===== src/rtl/pipeline_defs.sv =====
// Shared pipeline encodings: PC-source codes, fixed vector addresses, bubble instruction.
package pipeline_defs;

  localparam logic [2:0] PCSRC_SEQ    = 3'b000;
  localparam logic [2:0] PCSRC_BRANCH = 3'b001;
  localparam logic [2:0] PCSRC_J      = 3'b010;
  localparam logic [2:0] PCSRC_JR     = 3'b011;
  localparam logic [2:0] PCSRC_ILLOP  = 3'b100;
  localparam logic [2:0] PCSRC_XADR   = 3'b101;

  localparam logic [31:0] RESET_PC = 32'h8000_0000;
  localparam logic [31:0] ILLOP_PC = 32'h8000_0004;
  localparam logic [31:0] XADR_PC  = 32'h8000_0008;

  // sll $0,$0,0
  localparam logic [31:0] NOP_INST = 32'h0000_0000;

endpackage


===== src/rtl/pc_next_mux.sv =====
// Combinational next-PC selection; PC[31] is the kernel flag and is never set by
// a sequential increment, J, or a user-mode JR.
import pipeline_defs::*;

module pc_next_mux #(
  parameter logic [31:0] ILLOP_TGT = pipeline_defs::ILLOP_PC,
  parameter logic [31:0] XADR_TGT  = pipeline_defs::XADR_PC
) (
  input  logic [31:0] pc,
  input  logic [2:0]  pc_src,
  input  logic [25:0] jump_target,
  input  logic [31:0] rs_data,
  input  logic        branch_taken,
  input  logic [31:0] branch_target,
  output logic [31:0] pc_plus4,
  output logic [31:0] pc_next
);

  assign pc_plus4 = {pc[31], pc[30:0] + 31'd4};

  // A taken branch in EX means the ID instruction is wrong-path, so it outranks everything.
  always_comb begin
    pc_next = pc_plus4;
    if (branch_taken) begin
      pc_next = branch_target;
    end else begin
      case (pc_src)
        PCSRC_XADR:  pc_next = XADR_TGT;
        PCSRC_ILLOP: pc_next = ILLOP_TGT;
        PCSRC_JR:    pc_next = {pc[31] & rs_data[31], rs_data[30:0]};
        PCSRC_J:     pc_next = {pc[31], pc_plus4[30:28], jump_target, 2'b00};
        default:     pc_next = pc_plus4;
      endcase
    end
  end

endmodule


===== src/rtl/if_stage.sv =====
// Instruction-fetch stage: PC register, next-PC mux, IF/ID pipeline register.
// Define IF_PERF_CNT_EN to add StallCnt/FlushCnt performance counters.
import pipeline_defs::*;

module if_stage #(
  parameter logic [31:0] RESET_PC = pipeline_defs::RESET_PC,
  parameter logic [31:0] ILLOP_PC = pipeline_defs::ILLOP_PC,
  parameter logic [31:0] XADR_PC  = pipeline_defs::XADR_PC
) (
  input  logic        clk,
  input  logic        reset,
  input  logic        PCWrite,
  input  logic        IF_ID_write,
  input  logic        IF_ID_flush,
  input  logic [2:0]  ID_PCSrc,
  input  logic [25:0] ID_JumpTarget,
  input  logic [31:0] ID_RsData,
  input  logic        EX_BranchTaken,
  input  logic [31:0] EX_BranchTarget,
  input  logic [31:0] IMem_Data,
`ifdef IF_PERF_CNT_EN
  output logic [31:0] StallCnt,
  output logic [31:0] FlushCnt,
`endif
  output logic [31:0] IMem_Addr,
  output logic [31:0] IF_ID_Inst,
  output logic [31:0] IF_ID_PCPlus4,
  output logic        IF_ID_Valid
);

  logic [31:0] pc, pc_plus4, pc_next;

  pc_next_mux #(.ILLOP_TGT(ILLOP_PC), .XADR_TGT(XADR_PC)) u_pc_next_mux (
    .pc            (pc),
    .pc_src        (ID_PCSrc),
    .jump_target   (ID_JumpTarget),
    .rs_data       (ID_RsData),
    .branch_taken  (EX_BranchTaken),
    .branch_target (EX_BranchTarget),
    .pc_plus4      (pc_plus4),
    .pc_next       (pc_next)
  );

  assign IMem_Addr = pc;

  always_ff @(posedge clk or posedge reset) begin
    if (reset)        pc <= RESET_PC;
    else if (PCWrite) pc <= pc_next;
  end

  // Flush beats a held register: the bubble still carries PC+4 of the squashed slot.
  always_ff @(posedge clk or posedge reset) begin
    if (reset) begin
      IF_ID_Inst    <= NOP_INST;
      IF_ID_PCPlus4 <= 32'h0;
      IF_ID_Valid   <= 1'b0;
    end else if (IF_ID_flush) begin
      IF_ID_Inst    <= NOP_INST;
      IF_ID_PCPlus4 <= pc_plus4;
      IF_ID_Valid   <= 1'b0;
    end else if (IF_ID_write) begin
      IF_ID_Inst    <= IMem_Data;
      IF_ID_PCPlus4 <= pc_plus4;
      IF_ID_Valid   <= 1'b1;
    end
  end

`ifdef IF_PERF_CNT_EN
  always_ff @(posedge clk or posedge reset) begin
    if (reset) begin
      StallCnt <= 32'h0;
      FlushCnt <= 32'h0;
    end else begin
      if (!PCWrite)    StallCnt <= StallCnt + 32'd1;
      if (IF_ID_flush) FlushCnt <= FlushCnt + 32'd1;
    end
  end
`endif

endmodule


===== config.mk =====
export PLATFORM = sky130hd
export DESIGN_NAME = if_stage
export DESIGN_NICKNAME = d
export VERILOG_FILES = /design/src/rtl/pipeline_defs.sv /design/src/rtl/pc_next_mux.sv /design/src/rtl/if_stage.sv
export SDC_FILE = /design/constraint.sdc
export NUM_CORES = 1
export LEC_CHECK = 0
export CAP_MARGIN = 20
export CELL_PAD_IN_SITES_DETAIL_PLACEMENT = 0
export CELL_PAD_IN_SITES_GLOBAL_PLACEMENT = 1
export CORE_ASPECT_RATIO = 0.75
export CORE_MARGIN = 2
export CORE_UTILIZATION = 36
export CTS_BUF_LIST = sky130_fd_sc_hd__clkbuf_16
export DETAILED_ROUTE_END_ITERATION = 10
export GPL_ROUTABILITY_DRIVEN = 0
export PLACE_DENSITY_LB_ADDON = 0.1
export SLEW_MARGIN = 10
export SYNTH_ARGS = -nofsm -noshare
export SYNTH_HDL_FRONTEND = slang
export SYNTH_HIERARCHICAL = 1
export SYNTH_SLANG_ARGS = --single-unit

===== constraint.sdc =====
create_clock -name clk -period 8.2 [get_ports clk]
set_input_delay 1.23 -clock clk [delete_from_list [all_inputs] [get_ports clk]]
set_output_delay 1.23 -clock clk [all_outputs]
set_load 0.02 [all_outputs]

======== Word level (Yosys, flattened, before mapping) ========
Index checks and enable logic that the tools add are counted.
cells by class
  $add $sub $neg .......................... 1
  $mul .................................... 0
  div/mod/pow operators ................... 0
  magnitude comparators ................... 0
  equal/unequal tests ..................... 5
  shift operators ......................... 0
  multiplexer cells ....................... 8
  bitwise logic cells ..................... 1
  reduce and logical (&&, ||, !) cells .... 3
operators with widths
  kind                                                             number
  32-bit two-way mux                                               5
  32-bit one-hot mux with 4 select lines                           1
  31-bit by 3-bit adder with 31-bit output, second input constant  1
  3-bit by 2-bit == test with 1-bit output, second input constant  2
  3-bit == test, second input constant                             2
  4-bit nonzero test                                               1
  3-bit AND reduction                                              1
  1-bit two-way mux                                                2
  2-bit inequality test, second input constant                     1
  2-bit nonzero test                                               1
  1-bit AND                                                        1
storage, ports and cells
  register bits after elaboration ......... 97
  latch bits .............................. 0
  bits in writable memories ............... 0
  bits in read-only memories .............. 0
  input port bits ......................... 131
  output and inout bits ................... 97
  word-level logic and storage cells ...... 23
  memories kept ........................... 0

======== Logic depth before layout (Yosys ltp) ========
  depth in word-level cells ............... 3
  gate-level depth with buffers ........... 9
  depth with buffers taken out ............ 7

======== By module ========
Netlist, hierarchy kept.
modules (own cells, without submodules)
  module       times used  cells each  area an instance (um2)  sequential area each (um2)
  if_stage     1           244         3877.5                  2428.6
  pc_next_mux  1           270         1759.2                  0.0

======== Least setup slack after synthesis ========
Ideal clock, no wire load.
  path type ............................... input to register
  from .................................... input port ID_PCSrc[1]
  to ...................................... register pc[26] (netlist: IMem_Addr[26])
  setup time .............................. 0.128 ns
  data arrival time ....................... 2.718 ns
  data required time ...................... 8.072 ns
  path slack .............................. 5.354 ns
  stages on the path ...................... 8
  buffers on the path ..................... 3
  cell sequence ........................... clkbuf_1 > nor2b_1 > clkbuf_1 > clkbuf_1 > a211oi_1 > a21o_1 > o31a_1 > mux2_1
between the ends
  word-level cells in the longest chain between the ends .. 3
  elaborated cells on any way between the ends .. 6
  classes of those cells .................. eq/ne: 4; mux: 2
ends and longest elaborated chain
  element                                                                    RTL line           RTL
  start, declared                                                            if_stage.sv:15     input logic [2:0] ID_PCSrc,
  3-bit by 2-bit == test with 1-bit output or 3-bit == test (tied branches)  pc_next_mux.sv:27  case (pc_src)
  32-bit one-hot mux with 4 select lines (*)                                 pc_next_mux.sv:27
  32-bit two-way mux (*)                                                     pc_next_mux.sv:24  if (branch_taken) begin
  via pc_next[26]                                                            if_stage.sv:31     logic [31:0] pc, pc_plus4, pc_next;
  end signal, assigned                                                       if_stage.sv:48     else if (PCWrite) pc <= pc_next;
  end, declared                                                              if_stage.sv:31
The timed path passes the listed nets; every way through them passes the cells marked *.
A chain may end at the register's enable or synchronous reset.

======== Final worst setup path ========
  from .................................... input port ID_PCSrc[1]
  to ...................................... register pc[21] (netlist: IMem_Addr[21])
The elaborated chain is that of the path after synthesis.

==> impl_metrics.tcl <==
set metrics [dict create \
    power_leakage_nw 3.53 \
    firstDrtPassIters 4 \
    setup_viol 0 \
    netlist_instances 514 \
    vias_per_cell 5.14 \
    rows 39 \
    ys.flop_type "dfrtp_1" \
    hold_path.class "register to register" \
    port_buffers 227 \
    tns_ns 0 \
    setup_slack_ns 4.72 \
    status "completed" \
    start_kind "primary input" \
    cts.sinks 97 \
    ys_types 55 \
    yosys_warnings 6 \
    layout_min_cycle_time_ns 3.48 \
    drc_errors 0 \
    synth_top_area_frac 0.426 \
    die_y_microns 112 \
    critPathSlowestCell "clkdlybuf4s50_1" \
    final_net_count 850 \
    drtIter0Drc 287 \
    slowest_delay_ns 0.78 \
    syn_nets 646 \
    grt_max_degree 73 \
    cts_resized 0 \
    hold_viol 0 \
    final_cell_mix "clkdlybuf4s50_1 (223), dfrtp_1 (96), mux2i_1 (49)" \
    final_common_cell "clkdlybuf4s50_1" \
    rsz0062_at_grt "no" \
    required_ns 8.49 \
    post_cts_buffers 0 \
    hpwl_microns 12600 \
    detail_route.wl_per_cell_microns 18.6 \
    n_fill_cell 1373 \
    synth_area_per_cell_sq_um 11.0 \
    fmax_mhz 287 \
    wirelength_microns 17200 \
    end_kind "register" \
    synth_area_leader_cell "dfrtp_1" \
    fin_skew_ns 0.00708 \
    start_util 0.369 \
    ir_drop_mv 0.0931 \
    grt_pass1_vias 4741 \
    worst-setup-path-type "primary input to register" \
    pwr_density_cell_nw_per_um2 188 \
    path_cells "clkdlybuf4s50_1 -> nor2b_1 -> buf_4 -> nor2_1 -> o21ai_0 -> a2bb2oi_1 -> mux2_2" \
    async_flop_share 1.00 \
    antenna_cells 0 \
    area_delta_synth_final_pct 45.0 \
    tritoncts "done" \
    synth_seq_area_share 0.431 \
    overflow 0 \
    vias 4766 \
    path_buf_inv 2 \
    die_area_sq_um 16700 \
    relSlewSlack 0.229 \
    clk_latency_ns 0.35 \
    drv_cap 0 \
    report.final.slew_viol_count 0 \
    cts-htree-levels 3 \
    ys_top_cells_by_area "dfrtp_1 (43%), mux2i_1 (8.7%), mux2_4 (8.0%)" \
    syn_area_sq_um 5640 \
    groute.usage.overall 0.207 \
    layout-drive-gt1-share 0.145 \
    synth-edff-count 0 \
    p_total_mw 1.54 \
    arrival_ns 3.77 \
    tightest_slew_ns 1.15 \
    fin_crit_sh 0.424 \
    antenna_left 0 \
    clk_pin_slew_worst_paths_ns 0.07 \
    clockBufferDepth 2 \
    grt_pass1_wl_microns 26900 \
    core-area_sq_um 15300 \
    pre_cts_ws_ns 4.43 \
    num_io_pins 228 \
    critPathMaxFanout 19 \
    crit_family "buffers and inverters" \
    fp.dieW_microns 148 \
    ctsHoldBuffers 0 \
    numCtsBuffers 9 \
    ys_seq_elements 97 \
    antenna_found_initial 0 \
    cts_root_buf "clkbuf_16" \
]
## through the flow
step	util	hold slack, ns	cells	instance area, sq um
2_1_floorplan	-	0.595	514	5640
3_3_place_gp	0.518	0.478	912	7910
3_5_place_dp	0.518	0.478	912	7910
4_1_cts	0.535	0.495	928	8170
5_1_grt	0.535	0.523	928	8170
6_report	0.535	0.488	928	8170
## cells by family after synthesis
family / after synthesis / share of synthesized area
flops: 97 / 0.431
compound gates: 93 / 0.112
simple gates: 130 / 0.117
mux: 120 / 0.249
xor+xnor: 21 / 0.0326
fa+ha+maj: 1 / 0.00222
buf+inv: 52 / 0.0570
## worst paths after layout
kind / start / endpoint / slack (ns) / cells after the start
max: ID_PCSrc[1] / IMem_Addr[21]$_DFFE_PP0P_ / 4.72 / 7
min: IF_ID_Valid$_DFFE_PP0P_ / IF_ID_Valid$_DFFE_PP0P_ / 0.49 / 2
max reg2reg: IMem_Addr[2]$_DFFE_PP0P_ / IMem_Addr[30]$_DFFE_PP0P_ / 4.97 / 7
min reg2reg: IF_ID_Valid$_DFFE_PP0P_ / IF_ID_Valid$_DFFE_PP0P_ / 0.49 / 2
max in group asynchronous: reset / IF_ID_PCPlus4[11]$_DFFE_PP0P_ / 5.72 / 3
min in group asynchronous: reset / IF_ID_Inst[0]$_DFFE_PP0P_ / 1.20 / 2
## flip-flops by register name (all words and copies together) (netlist names)
signal,flops
IMem_Addr,32
IF_ID_Inst,32
IF_ID_PCPlus4,32
IF_ID_Valid,1
## power by group
| part | leakage (nW) | internal (mW) | switching [mW] | total (mW) |
|---|---|---|---|---|
| combinational | 2.20 | 0.289 | 0.243 | 0.532 |
| clock | 0.134 | 0.203 | 0.188 | 0.390 |
| sequential | 1.20 | 0.546 | 0.0685 | 0.615 |
## worst register-to-register path, delay by kind of cell, from the launching register on
kind,cells,cell delay (ns)
mux,1,0.26
flops,1,0.46
xor+xnor,1,0.22
compound gates,1,0.31
fa+ha+maj,1,0.26
simple gates,3,1.60
## synthesized netlist by cell type (all sizes together) (3+ instances only)
| cell | n |
|---|---|
| nor3 | 11 |
| xnor2 | 11 |
| a2bb2oi | 10 |
| clkbuf | 19 |
| nand2 | 24 |
| o22a | 3 |
| buf | 19 |
| o31a | 3 |
| o21ai | 21 |
| a221oi | 5 |
| o211ai | 6 |
| a221o | 5 |
| mux2i | 49 |
| nor2 | 45 |
| a21oi | 22 |
| a211oi | 5 |
| mux2 | 71 |
| inv | 13 |
| or2 | 6 |
| and3 | 8 |
| nor4 | 4 |
| nand3 | 10 |
| nand4 | 10 |
| a21o | 5 |
| dfrtp | 96 |
| xor2 | 10 |
## layer usage
metal,part of all wire,track usage,routed length (microns),vias to the layer above
met5,0,0,0,-
met4,0.0099,0.0521,170,0
met3,0.088,0.0545,1510,14
met2,0.42,0.299,7190,187
met1,0.49,0.310,8350,2295
li1,-,-,-,2270
## area by class of cell
class                   count  area [sq um]  share of cell area
clock buffers               9           225              0.0276
clock inverters             7          38.8             0.00475
inverters                  14          55.1             0.00674
multi-input cells         365          2890               0.353
flip-flops and latches     97          2430               0.297
well taps                 205           256              0.0314
repair buffers            231          2280               0.279
No activity file was read; power rests on OpenSTA's default activity.
